--- src/rtl/demux_l2_pkg.sv ---
// demux_l2_pkg: lane count, pointer width and group layout shared with the mux-tree benches.
package demux_l2_pkg;
  localparam int LANES = 4;
  localparam int PTR_W = 2;
  localparam int GROUP_DATA_W = 8;
  // Lane 0 occupies the least significant byte.
  typedef logic [LANES-1:0][GROUP_DATA_W-1:0] group_t;
endpackage

--- src/rtl/demux_l2_group_fifo.sv ---
// group_fifo: synchronous FIFO of assembled groups; a pop frees room for a same-cycle push even when full.
module group_fifo #(
  parameter int W = 32,
  parameter int DEPTH = 2,
  localparam int AW = $clog2(DEPTH)
) (
  input  logic          cclk,
  input  logic          reset_L,
  input  logic          push,
  input  logic          pop,
  input  logic [W-1:0]  wdata,
  output logic [W-1:0]  rdata,
  output logic [AW:0]   count,
  output logic          full,
  output logic          empty
);
  logic [W-1:0] mem_q [DEPTH];
  logic [AW-1:0] wr_q, wr_d, rd_q, rd_d;
  logic [AW:0] cnt_q, cnt_d;
  logic do_push, do_pop;
  assign empty = cnt_q == '0;
  assign full = cnt_q == (AW+1)'(DEPTH);
  assign do_pop = pop & ~empty;
  assign do_push = push & (~full | do_pop);
  assign rdata = mem_q[rd_q];
  assign count = cnt_q;
  always_comb begin
    wr_d = do_push ? wr_q + 1'b1 : wr_q;
    rd_d = do_pop ? rd_q + 1'b1 : rd_q;
    cnt_d = cnt_q + (AW+1)'(do_push) - (AW+1)'(do_pop);
  end
  always_ff @(posedge cclk or negedge reset_L) begin
    if (!reset_L) begin
      for (int i = 0; i < DEPTH; i++) mem_q[i] <= '0;
      wr_q <= '0;
      rd_q <= '0;
      cnt_q <= '0;
    end else begin
      if (do_push) mem_q[wr_q] <= wdata;
      wr_q <= wr_d;
      rd_q <= rd_d;
      cnt_q <= cnt_d;
    end
  end
endmodule

--- src/rtl/demux_l2.sv ---
// demux_l2: de-interleaves a round-robin byte stream into 4-lane groups queued in an output FIFO.
module demux_l2
  import demux_l2_pkg::*;
#(
  parameter int DATA_W = 8,
  parameter int DEPTH = 2
) (
  input  logic                     cclk,
  input  logic                     reset_L,
  input  logic                     valid_in,
  input  logic [DATA_W-1:0]        data_in,
  input  logic                     pop,
  output logic                     valid_out,
  output logic [DATA_W-1:0]        data_out0,
  output logic [DATA_W-1:0]        data_out1,
  output logic [DATA_W-1:0]        data_out2,
  output logic [DATA_W-1:0]        data_out3,
  output logic [$clog2(DEPTH):0]   fifo_count,
  output logic [PTR_W-1:0]         lane_ptr,
  output logic                     overflow
);
  logic [PTR_W-1:0] lane_q, lane_d;
  logic [DATA_W-1:0] slot_q [LANES];
  logic ovf_q, ovf_d, push, full, empty;
  logic [LANES*DATA_W-1:0] wgroup, rgroup;
  assign push = valid_in && lane_q == PTR_W'(LANES-1);
  // The last byte bypasses its slot and goes straight into the pushed group.
  assign wgroup = {data_in, slot_q[2], slot_q[1], slot_q[0]};
  always_comb begin
    lane_d = valid_in ? lane_q + 1'b1 : lane_q;
    ovf_d = ovf_q | (push & full & ~pop);
  end
  always_ff @(posedge cclk or negedge reset_L) begin
    if (!reset_L) begin
      lane_q <= '0;
      ovf_q <= 1'b0;
      for (int i = 0; i < LANES; i++) slot_q[i] <= '0;
    end else begin
      if (valid_in) slot_q[lane_q] <= data_in;
      lane_q <= lane_d;
      ovf_q <= ovf_d;
    end
  end
  group_fifo #(.W(LANES*DATA_W), .DEPTH(DEPTH)) u_fifo (
    .cclk    (cclk),
    .reset_L (reset_L),
    .push    (push),
    .pop     (pop),
    .wdata   (wgroup),
    .rdata   (rgroup),
    .count   (fifo_count),
    .full    (full),
    .empty   (empty)
  );
  assign valid_out = ~empty;
  assign {data_out3, data_out2, data_out1, data_out0} = rgroup;
  assign lane_ptr = lane_q;
  assign overflow = ovf_q;
endmodule

--- config.mk ---
export PLATFORM = sky130hd
export DESIGN_NAME = demux_l2
export DESIGN_NICKNAME = d
export VERILOG_FILES = /design/src/rtl/demux_l2_pkg.sv /design/src/rtl/demux_l2_group_fifo.sv /design/src/rtl/demux_l2.sv
export SDC_FILE = /design/constraint.sdc
export NUM_CORES = 1
export LEC_CHECK = 0
export CORE_MARGIN = 5
export CORE_UTILIZATION = 25
export DETAILED_ROUTE_END_ITERATION = 8
export PLACE_DENSITY = 0.42
export SYNTH_ARGS = -nofsm -noshare
export SYNTH_HDL_FRONTEND = slang
export SYNTH_SLANG_ARGS = --single-unit
--- constraint.sdc ---
create_clock -name cclk -period 2 [get_ports cclk]
set_input_delay 0.5 -clock cclk [delete_from_list [all_inputs] [get_ports cclk]]
set_output_delay 0.5 -clock cclk [all_outputs]
set_load 0.01 [all_outputs]
==> results of run 1 <==
power groups by stage:
stage,logic (mW),clock network (mW),registers (mW)
after detailed placement,3.97,0,3.46
after CTS,4.04,1.91,3.43
after global placement,3.94,0,3.43
final,4.11,1.83,3.43
after floorplan,2.30,0,3.28
after global routing,4.44,1.98,3.56
through the flow:
stage                     setup WS, ns  cell area, µm²  utilization [%]
after floorplan                  0.251            4110                -
after global placement          -0.109            5030             31.4
after detailed placement        -0.119            5030             31.4
after CTS                       -0.105            5390             33.7
after global routing           -0.0466            5450             34.0
final                           0.0141            5450             34.0
cell usage after synthesis (2+ instances only):
master	instances
mux2_2	112
xnor2_1	2
nand2_1	6
dfrtp_1	95
buf_6	7
o21ai_0	2
ha_1	4
mux2_4	8
nor3b_4	2
clkbuf_1	3
inv_1	2
cell families after synthesis:
family / after synthesis / synth area share (%)
DFF: 95 / 57.8
muxes: 120 / 33.6
and+or+nand+nor: 14 / 2.71
AOI/OAI and AO/OA: 8 / 1.49
xor gates and xnor gates: 3 / 0.639
adders and majority gates: 4 / 1.22
buffers and inverters: 13 / 2.50
flip-flops by register name, indices dropped and copies added (netlist names):
register / flops
lane_ptr: 2
overflow: 1
slot_q: 24
u_fifo.count: 2
u_fifo.mem_q: 64
u_fifo.rd_q: 1
u_fifo.wr_q: 1
per-layer routing:
layer / routed length (µm) / share of wire [%] / track usage (%)
met1: 4020 / 45 / 12.2
met2: 4450 / 50 / 16.0
met3: 349 / 3.9 / 3.07
met4: 116 / 1.3 / 2.96
met5: 0 / 0 / 0
worst min-delay path by stage:
stage                        from                           to  slack, ns  cells past startpoint
5_1_grt        overflow$_DFF_PN0_           overflow$_DFF_PN0_       0.51                      1
3_5_place_dp              reset_L  u_fifo.mem_q[6]$_DFFE_PN0P_       0.34                      1
4_1_cts        overflow$_DFF_PN0_           overflow$_DFF_PN0_       0.49                      1
2_1_floorplan             reset_L      lane_ptr[0]$_DFFE_PN0P_       0.20                      0
3_3_place_gp              reset_L       slot_q[29]$_DFFE_PN0P_       0.34                      1
6_report       overflow$_DFF_PN0_           overflow$_DFF_PN0_       0.49                      1
placed cells by master, fill, tap and decap left out, types with 4 or more instances in the layout:
cell type | synthesis | layout
clkdlybuf4s50_1 | 0 | 15
mux2_4 | 8 | 20
nand2_1 | 6 | 6
buf_12 | 0 | 10
clkbuf_16 | 0 | 9
ha_1 | 4 | 4
buf_2 | 1 | 13
buf_4 | 0 | 9
mux2_2 | 112 | 100
buf_6 | 7 | 22
dfrtp_1 | 95 | 93
timing repair:
item                                    in CTS  in global routing
hold buffers                                 1                  0
gates resized for setup                    145                 26
endpoints found under the hold margin        6                  0
gates cloned                                 2                  0
setup buffers                                6                  1
endpoints found under the setup margin      33                 32
layout make-up:
cell class	instances	area, µm²
Sequential cell	95	2380
Tap cell	216	270
Timing Repair Buffer	73	792
Fill cell	1625	10600
Inverter	2	7.51
Clock inverter	7	97.6
Multi-Input combinational cell	149	1680
Clock buffer	9	225
critical path, cell delays in order (launching register included):
cell     delay (ns)
dfrtp_2        0.44
buf_12         0.15
buf_8          0.13
mux2_4         0.31
buf_6          0.12
==> results.cfg, run 1 <==
[cts]
cts_buffers = 9
cts.sinks = 95
clk_pin_slew_worst_paths_ns = 0.06
clock_path_buffers = 2
cts_tree = built
htreeDepth = 3
cts-root-buf = clkbuf_16
clkLatencyLatePin_ns = 0.34

[die]
die_area_um2 = 19100
core_area_um2 = 16000
fp.dieW_um = 138
start_util_pct = 25.7
io_pins = 50
fp-row-count = 46
die_h_um = 138

[timing]
worst_pin_slew_ns = 0.344
setup_viol = 0
period_share_pct = 99.3
fin_skew_ns = 0.00350
hold_slack_ns = 0.487
setup_tns_ns = 0
max_freq_mhz = 504
rsz0062_at_grt = yes
hold_viol_final = 0
post-route-min-period_ns = 1.99
slew_viol_final = 0
slew_headroom_pct = 77.1

[power_and_ir_drop]
power.leakage_nw = 2.39
switchingPower_mw = 2.79
p_per_area_nw_per_um2 = 1720
seq_power_share_pct = 36.6
share_comb_of_total_power_pct = 43.8
swShare_pct = 29.8
clkPwrFrac_pct = 19.6
total_power_mw = 9.37
p_int_mw = 6.58
ir_drop_v = 0.000583

[logic_synthesis]
synth_top_cell_by_area = dfrtp_1
synth_top_cell_area_share_pct = 57.8
ys_types = 25
syn_area_um2 = 4110
ys_warn_count = 0
synthArstFlopShare_pct = 100
synth_ff_type = dfrtp_1
yosysSeqAreaShare_pct = 57.8
ys_ff_latch = 95
synth-edff-count = 0
synth.area.top_cells = dfrtp_1 58%, mux2_2 31%, mux2_4 2.9%
synth_area_per_cell_um2 = 16.0
synth_nets = 273
synthesis.instances = 257

[worst_setup_path]
reg2reg_to = u_fifo.mem_q[32]$_DFFE_PN0P_
worst-setup-path-type = reg -> out
cp-endpoint = data_out0[3]
timing.rr.start = lane_ptr[0]$_DFFE_PN0P_
reg2reg_setup_slack_ns = 0.27
cp-startpoint = u_fifo.rd_q$_DFFE_PN0P_
required_ns = 1.50
r2r_cells = 5
worst-path-max-fanout = 4
cp.arrival_ns = 1.49
critPathLaunchType = register
cp-end-kind = output pin

[final_layout]
instances_no_fill = 551
syn2layout_area_growth_pct = 32.5
drive_above_1_share_pct = 60.0
n_antenna_cell = 0
final_nets = 346

[drt]
routed-via-count = 2298
avgViaCountPerCell = 4.17
postRouteWirelength_um = 8940
drt_iter0_markers = 67
wl_per_cell_um = 16.2
drc = 0
ant_nets = 0
drtPass1Iterations = 3

[placement]
place.gp.congestion = 0.672
dp_hpwl_um = 5760
dp.cells = 528
port_buffers = 49

[worst_hold_path]
hold_path.class = reg -> reg

[global_routing]
grt_pass1_vias = 2588
gr-total-overflow = 0
grt_pass1_wl_um = 14700
antenna_found_initial = 0
track_usage_pct = 9.70
grt_max_degree = 60

[run]
maxCapViolCount = 0

[outcome]
outcome = completed
(Power assumes the default switching activity.)
==> inputs of run 2 (changes only) <==
--- a/config.mk
+++ b/config.mk
@@ -9,6 +9,7 @@
 export CORE_UTILIZATION = 25
 export DETAILED_ROUTE_END_ITERATION = 8
 export PLACE_DENSITY = 0.42
+export RECOVER_POWER = 50
 export SYNTH_ARGS = -nofsm -noshare
 export SYNTH_HDL_FRONTEND = slang
 export SYNTH_SLANG_ARGS = --single-unit
==> run 2 against run 1 <==
  * Hold slack worse by 0.0033 ns
  * Sequential cell count unchanged
  * Sequential power about the same
  * Clock skew up 0.00098 ns
  * Critical path depth unchanged
  * Setup slack about the same
  * Die area unchanged
  * Combinational power down 1%
  * Sequential share of layout area up 0.42 points
  * Clock power about the same
  * Critical path type unchanged
  * Critical endpoint unchanged
  * Largest power group unchanged
  * Highest routed layer unchanged
==> results.cfg, run 2 (synthesized netlist as in run 1, its figures left out) <==
[worst_hold_path]
min_from = overflow$_DFF_PN0_
hold_path.class = reg -> reg
hold_end = overflow$_DFF_PN0_
hold_depth = 1

[cts]
clkLatencyLatePin_ns = 0.34
cts.sinks = 95
htreeDepth = 3
cts-root-buf = clkbuf_16
clk_pin_slew_worst_paths_ns = 0.06
cts_tree = built
clock_path_buffers = 2
cts_buffers = 9

[final_layout]
final_common_cell = mux2_2
syn2layout_area_growth_pct = 31.3
largestRegisters = u_fifo.mem_q (64), slot_q (24)
final_cell_mix = 100 x mux2_2, 93 x dfrtp_1, 22 x buf_6, 20 x mux2_4, 14 x buf_2
drive_above_1_share_pct = 59.1
regMostFlops = u_fifo.mem_q
largest_reg_flops = 64
n_antenna_cell = 0
final_nets = 346

[placement]
place.gp.congestion = 0.672
port_buffers = 49
dp_hpwl_um = 5760

[global_routing]
gr-total-overflow = 0
grt_pass1_wl_um = 14700
antenna_found_initial = 0
grt_pass1_vias = 2588
grt_max_degree = 60
track_usage_pct = 9.70

[worst_setup_path]
critPathLaunchType = register
reg2reg_setup_slack_ns = 0.22
worst-path-max-fanout = 4
reg2reg_to = u_fifo.mem_q[32]$_DFFE_PN0P_
required_ns = 1.50
r2r_cells = 5
timing.rr.start = lane_ptr[0]$_DFFE_PN0P_
cp-end-kind = output pin
cp.arrival_ns = 1.49
worst-setup-path-type = reg -> out

[timing]
period_share_pct = 99.3
worst_pin_slew_ns = 0.666
setup_tns_ns = 0
setup_viol = 0
hold_slack_ns = 0.483
max_freq_mhz = 504
slew_viol_final = 0
fin_skew_ns = 0.00448
post-route-min-period_ns = 1.99
hold_viol_final = 0
slew_headroom_pct = 55.6
rsz0062_at_grt = yes

[drt]
wl_per_cell_um = 16.2
postRouteWirelength_um = 8930
drtPass1Iterations = 3
ant_nets = 0
routed-via-count = 2304
drt_iter0_markers = 64
avgViaCountPerCell = 4.18
drc = 0

[power_and_ir_drop]
p_per_area_nw_per_um2 = 1730
ir_drop_v = 0.000578
power.leakage_nw = 2.36

[die]
io_pins = 50
die_h_um = 138
die_area_um2 = 19100
core_area_um2 = 16000
fp-row-count = 46
start_util_pct = 25.7
fp.dieW_um = 138

[run]
maxCapViolCount = 0

[outcome]
outcome = completed
[run 2: cell count changes in the layout (fill, tap and decap cells not counted), sizes merged]
cell	delta
clkbuf	+3
dlygate4sd3	+2
clkdlybuf4s50	-2
buf	-3
[run 2: area by class of cell]
| type | instances | area (µm²) |
|---|---|---|
| repair buffers | 73 | 754 |
| fillers | 1627 | 10600 |
| clock buffers | 9 | 225 |
| well taps | 216 | 270 |
| inverters | 2 | 7.51 |
| flip-flops and latches | 95 | 2380 |
| multi-input cells | 149 | 1660 |
| clock inverters | 7 | 97.6 |
[run 2: how the worst max path moves through the flow]
stage,start,to,slack [ns],depth (start not counted)
floorplan,u_fifo.rd_q$_DFFE_PN0P_,data_out0[2],0.25,3
global placement,valid_in,u_fifo.mem_q[61]$_DFFE_PN0P_,-0.11,5
detailed placement,valid_in,u_fifo.mem_q[38]$_DFFE_PN0P_,-0.12,5
CTS,u_fifo.rd_q$_DFFE_PN0P_,data_out0[6],-0.11,4
global route,u_fifo.rd_q$_DFFE_PN0P_,data_out0[2],-0.05,4
finish,u_fifo.rd_q$_DFFE_PN0P_,data_out0[3],0.01,4
[run 2: per-stage QoR]
step           setup WS, ns  cells  area (µm²)  power, mW  utilization, %
2_1_floorplan         0.251    257        4110       5.58               -
3_3_place_gp         -0.109    528        5030       7.37            31.4
3_5_place_dp         -0.119    528        5030       7.43            31.4
4_1_cts              -0.105    553        5390       9.38            33.7
5_1_grt             -0.0466    551        5400       9.93            33.7
6_report             0.0140    551        5400       9.33            33.7
[run 2: power breakdown]
part           internal (mW)  total, mW  switching [mW]
logic                   2.58       4.06            1.49
clock network           1.10       1.83           0.736
registers               2.88       3.43           0.552
[run 2: critical path, cell delays in order (launching register included)]
cell	delay [ns]
dfrtp_2	0.44
buf_12	0.15
buf_8	0.13
mux2_4	0.31
buf_6	0.12
[run 2: repair_timing]
item,4_1_cts,5_1_grt
cloned,2,0
setup endpoints to repair,33,32
hold buffers,1,0
buffers inserted,6,1
endpoints found under the hold margin,6,0
resized for setup,145,26
[run 2: layer usage]
metal  global-route usage [%]  wire length, µm  vias to the layer above
met5                        0                0                        -
met4                     2.96              116                        0
met3                     3.07              339                       12
met2                     16.0             4470                       38
met1                     12.2             4000                     1189
li1                         -                -                     1065
==> inputs of run 3 (changes only) <==
--- a/config.mk
+++ b/config.mk
@@ -5,6 +5,7 @@
 export SDC_FILE = /design/constraint.sdc
 export NUM_CORES = 1
 export LEC_CHECK = 0
+export CORE_ASPECT_RATIO = 1.4
 export CORE_MARGIN = 5
 export CORE_UTILIZATION = 25
 export DETAILED_ROUTE_END_ITERATION = 8
==> run 3 against run 2 <==
  * The run now ends with negative setup slack left
  * Via count up 0.35%
  * Maximum frequency down 4.5%
  * Sequential cell count unchanged
  * First-iteration DRC count down 44%
  * Non-clock buffer count down 1
  * Power up 2.7%
  * Clock power down 5%
  * Critical path depth up 1
  * Die area up 0.19%
  * Global-route usage up 0.49 points
  * Combinational power up 8.4%
  * Setup slack worse by 0.093 ns
==> results.cfg, run 3 (synthesized netlist as in run 1, its figures left out) <==
[final_layout]
regMostFlops = u_fifo.mem_q
instances_no_fill = 532
syn2layout_area_growth_pct = 32.2
final_nets = 345
fillCellCount = 1581
drive_above_1_share_pct = 58.9
final_core_utilization_pct = 33.6
largestRegisters = u_fifo.mem_q (64), slot_q (24)
final_cell_mix = 93 x dfrtp_1, 90 x mux2_2, 30 x mux2_4, 28 x buf_6, 13 x clkdlybuf4s50_1
n_antenna_cell = 0
final_common_cell = dfrtp_1
largest_reg_flops = 64

[die]
start_util_pct = 25.4
fp-row-count = 55
die_h_um = 162
core_area_um2 = 16200
fp.dieW_um = 118
die_area_um2 = 19100
io_pins = 50

[cts]
clock_path_buffers = 2
htreeDepth = 3
clk_pin_slew_worst_paths_ns = 0.07
cts-root-buf = clkbuf_16
cts.sinks = 95
cts_tree = built
cts_buffers = 9
clkLatencyLatePin_ns = 0.34

[worst_hold_path]
hold_path.class = reg -> reg
hold_depth = 1
min_from = overflow$_DFF_PN0_

[run]
maxCapViolCount = 0

[power_and_ir_drop]
p_int_mw = 6.69
ir_drop_v = 0.000575
power.leakage_nw = 2.41
swShare_pct = 30.2
clkPwrFrac_pct = 18.2
p_per_area_nw_per_um2 = 1760
share_comb_of_total_power_pct = 46.0
switchingPower_mw = 2.89
seq_power_share_pct = 35.9
total_power_mw = 9.58

[timing]
rsz0062_at_grt = yes
post-route-min-period_ns = 2.08
setup_tns_ns = -0.125
period_share_pct = 104
slew_viol_final = 0
hold_viol_final = 0
fin_skew_ns = 0.00589
setup_viol = 10
slew_headroom_pct = 56.8
worst_slack_ns = -0.0793
worst_pin_slew_ns = 0.647
max_freq_mhz = 481

[global_routing]
gr-total-overflow = 0
grt_pass1_vias = 2603
track_usage_pct = 10.2
grt_pass1_wl_um = 15000
antenna_found_initial = 0
grt_max_degree = 47

[worst_setup_path]
r2r_cells = 5
cp-end-kind = output pin
required_ns = 1.50
worst-setup-path-type = reg -> out
max_stage_delay_ns = 0.43
worst-path-max-fanout = 7
cp.arrival_ns = 1.58
crit_chain = buf_6 > buf_12 > buf_6 > mux2_4 > buf_6
path_common_cell = buf_6
critPathLaunchType = register
worst_path_max_delay_cell = dfrtp_2
timing.rr.start = lane_ptr[0]$_DFFE_PN0P_
cp-startpoint = u_fifo.rd_q$_DFFE_PN0P_

[drt]
avgViaCountPerCell = 4.35
highest_layer = met4
dr_wl_met3_um = 181
postRouteWirelength_um = 9440
wl_met2_um = 4910
wl_per_cell_um = 17.7
drt_iter0_markers = 36
ant_nets = 0
routed-via-count = 2312
drc = 0
drtPass1Iterations = 4
wl_met1_um = 4110

[outcome]
violations = negative setup slack
outcome = finished, violations left

[placement]
post-place-ws_ns = -0.132
place.gp.congestion = 0.651
dp.cells = 510
dp_hpwl_um = 5790
port_buffers = 49
## run 3: cell count changes in the layout (fill, tap and decap cells not counted), moves of 2 or more
cell,change
buf_2,-11
mux2_2,-10
mux2_4,+10
buf_6,+6
clkbuf_2,+3
buf_12,-2
clkbuf_4,+2
## run 3: worst max-delay path, delay by kind of cell (launching register included)
family | cells | cell delay [ns]
buffers and inverters | 4 | 0.51
multiplexers | 1 | 0.30
flip-flops | 1 | 0.43
## run 3: final timing paths
kind                                                     end  slack, ns
worst max-delay path                            data_out0[4]      -0.08
worst min-delay path                      overflow$_DFF_PN0_       0.50
worst max register to register  u_fifo.mem_q[16]$_DFFE_PN0P_       0.20
worst min register to register            overflow$_DFF_PN0_       0.50
max in group asynchronous       u_fifo.mem_q[21]$_DFFE_PN0P_       0.25
min in group asynchronous                 overflow$_DFF_PN0_       0.65
## run 3: power by group through the flow
| stage | logic (mW) | registers, mW | clock network (mW) |
|---|---|---|---|
| final | 4.40 | 3.43 | 1.74 |
| after global routing | 4.74 | 3.56 | 1.90 |
| after CTS | 3.94 | 3.42 | 1.80 |
| after detailed placement | 3.95 | 3.45 | 0 |
| after global placement | 3.90 | 3.42 | 0 |
| after floorplan | 2.30 | 3.28 | 0 |
## run 3: layer usage
layer  GRT usage (%)  up-vias
met3            1.60       12
met2            17.3       33
li1                -     1056
met5               0        -
met4            5.48        0
met1            12.4     1211
## run 3: through the flow
stage               area, µm²  hold WS, ns
floorplan                4110        0.204
global route             5430        0.516
finish                   5430        0.498
CTS                      5300        0.508
detailed placement       4970        0.357
global placement         4970        0.355
## run 3: cell type report
class | instances | area [µm²] | share of cell area (%)
Clock inverter | 5 | 58.8 | 1.08
Timing Repair Buffer | 72 | 795 | 14.6
Clock buffer | 10 | 239 | 4.40
Inverter | 2 | 7.51 | 0.138
Tap cell | 199 | 249 | 4.58
Multi-Input combinational cell | 149 | 1710 | 31.4
Sequential cell | 95 | 2380 | 43.8
## run 3: timing repair
item / 4_1_cts / 5_1_grt
resized for setup: 118 / 62
endpoints found under the hold margin: 8 / 0
gates cloned: 2 / 1
hold buffers: 1 / 0
setup endpoints to repair: 33 / 32
buffers inserted: 3 / 3
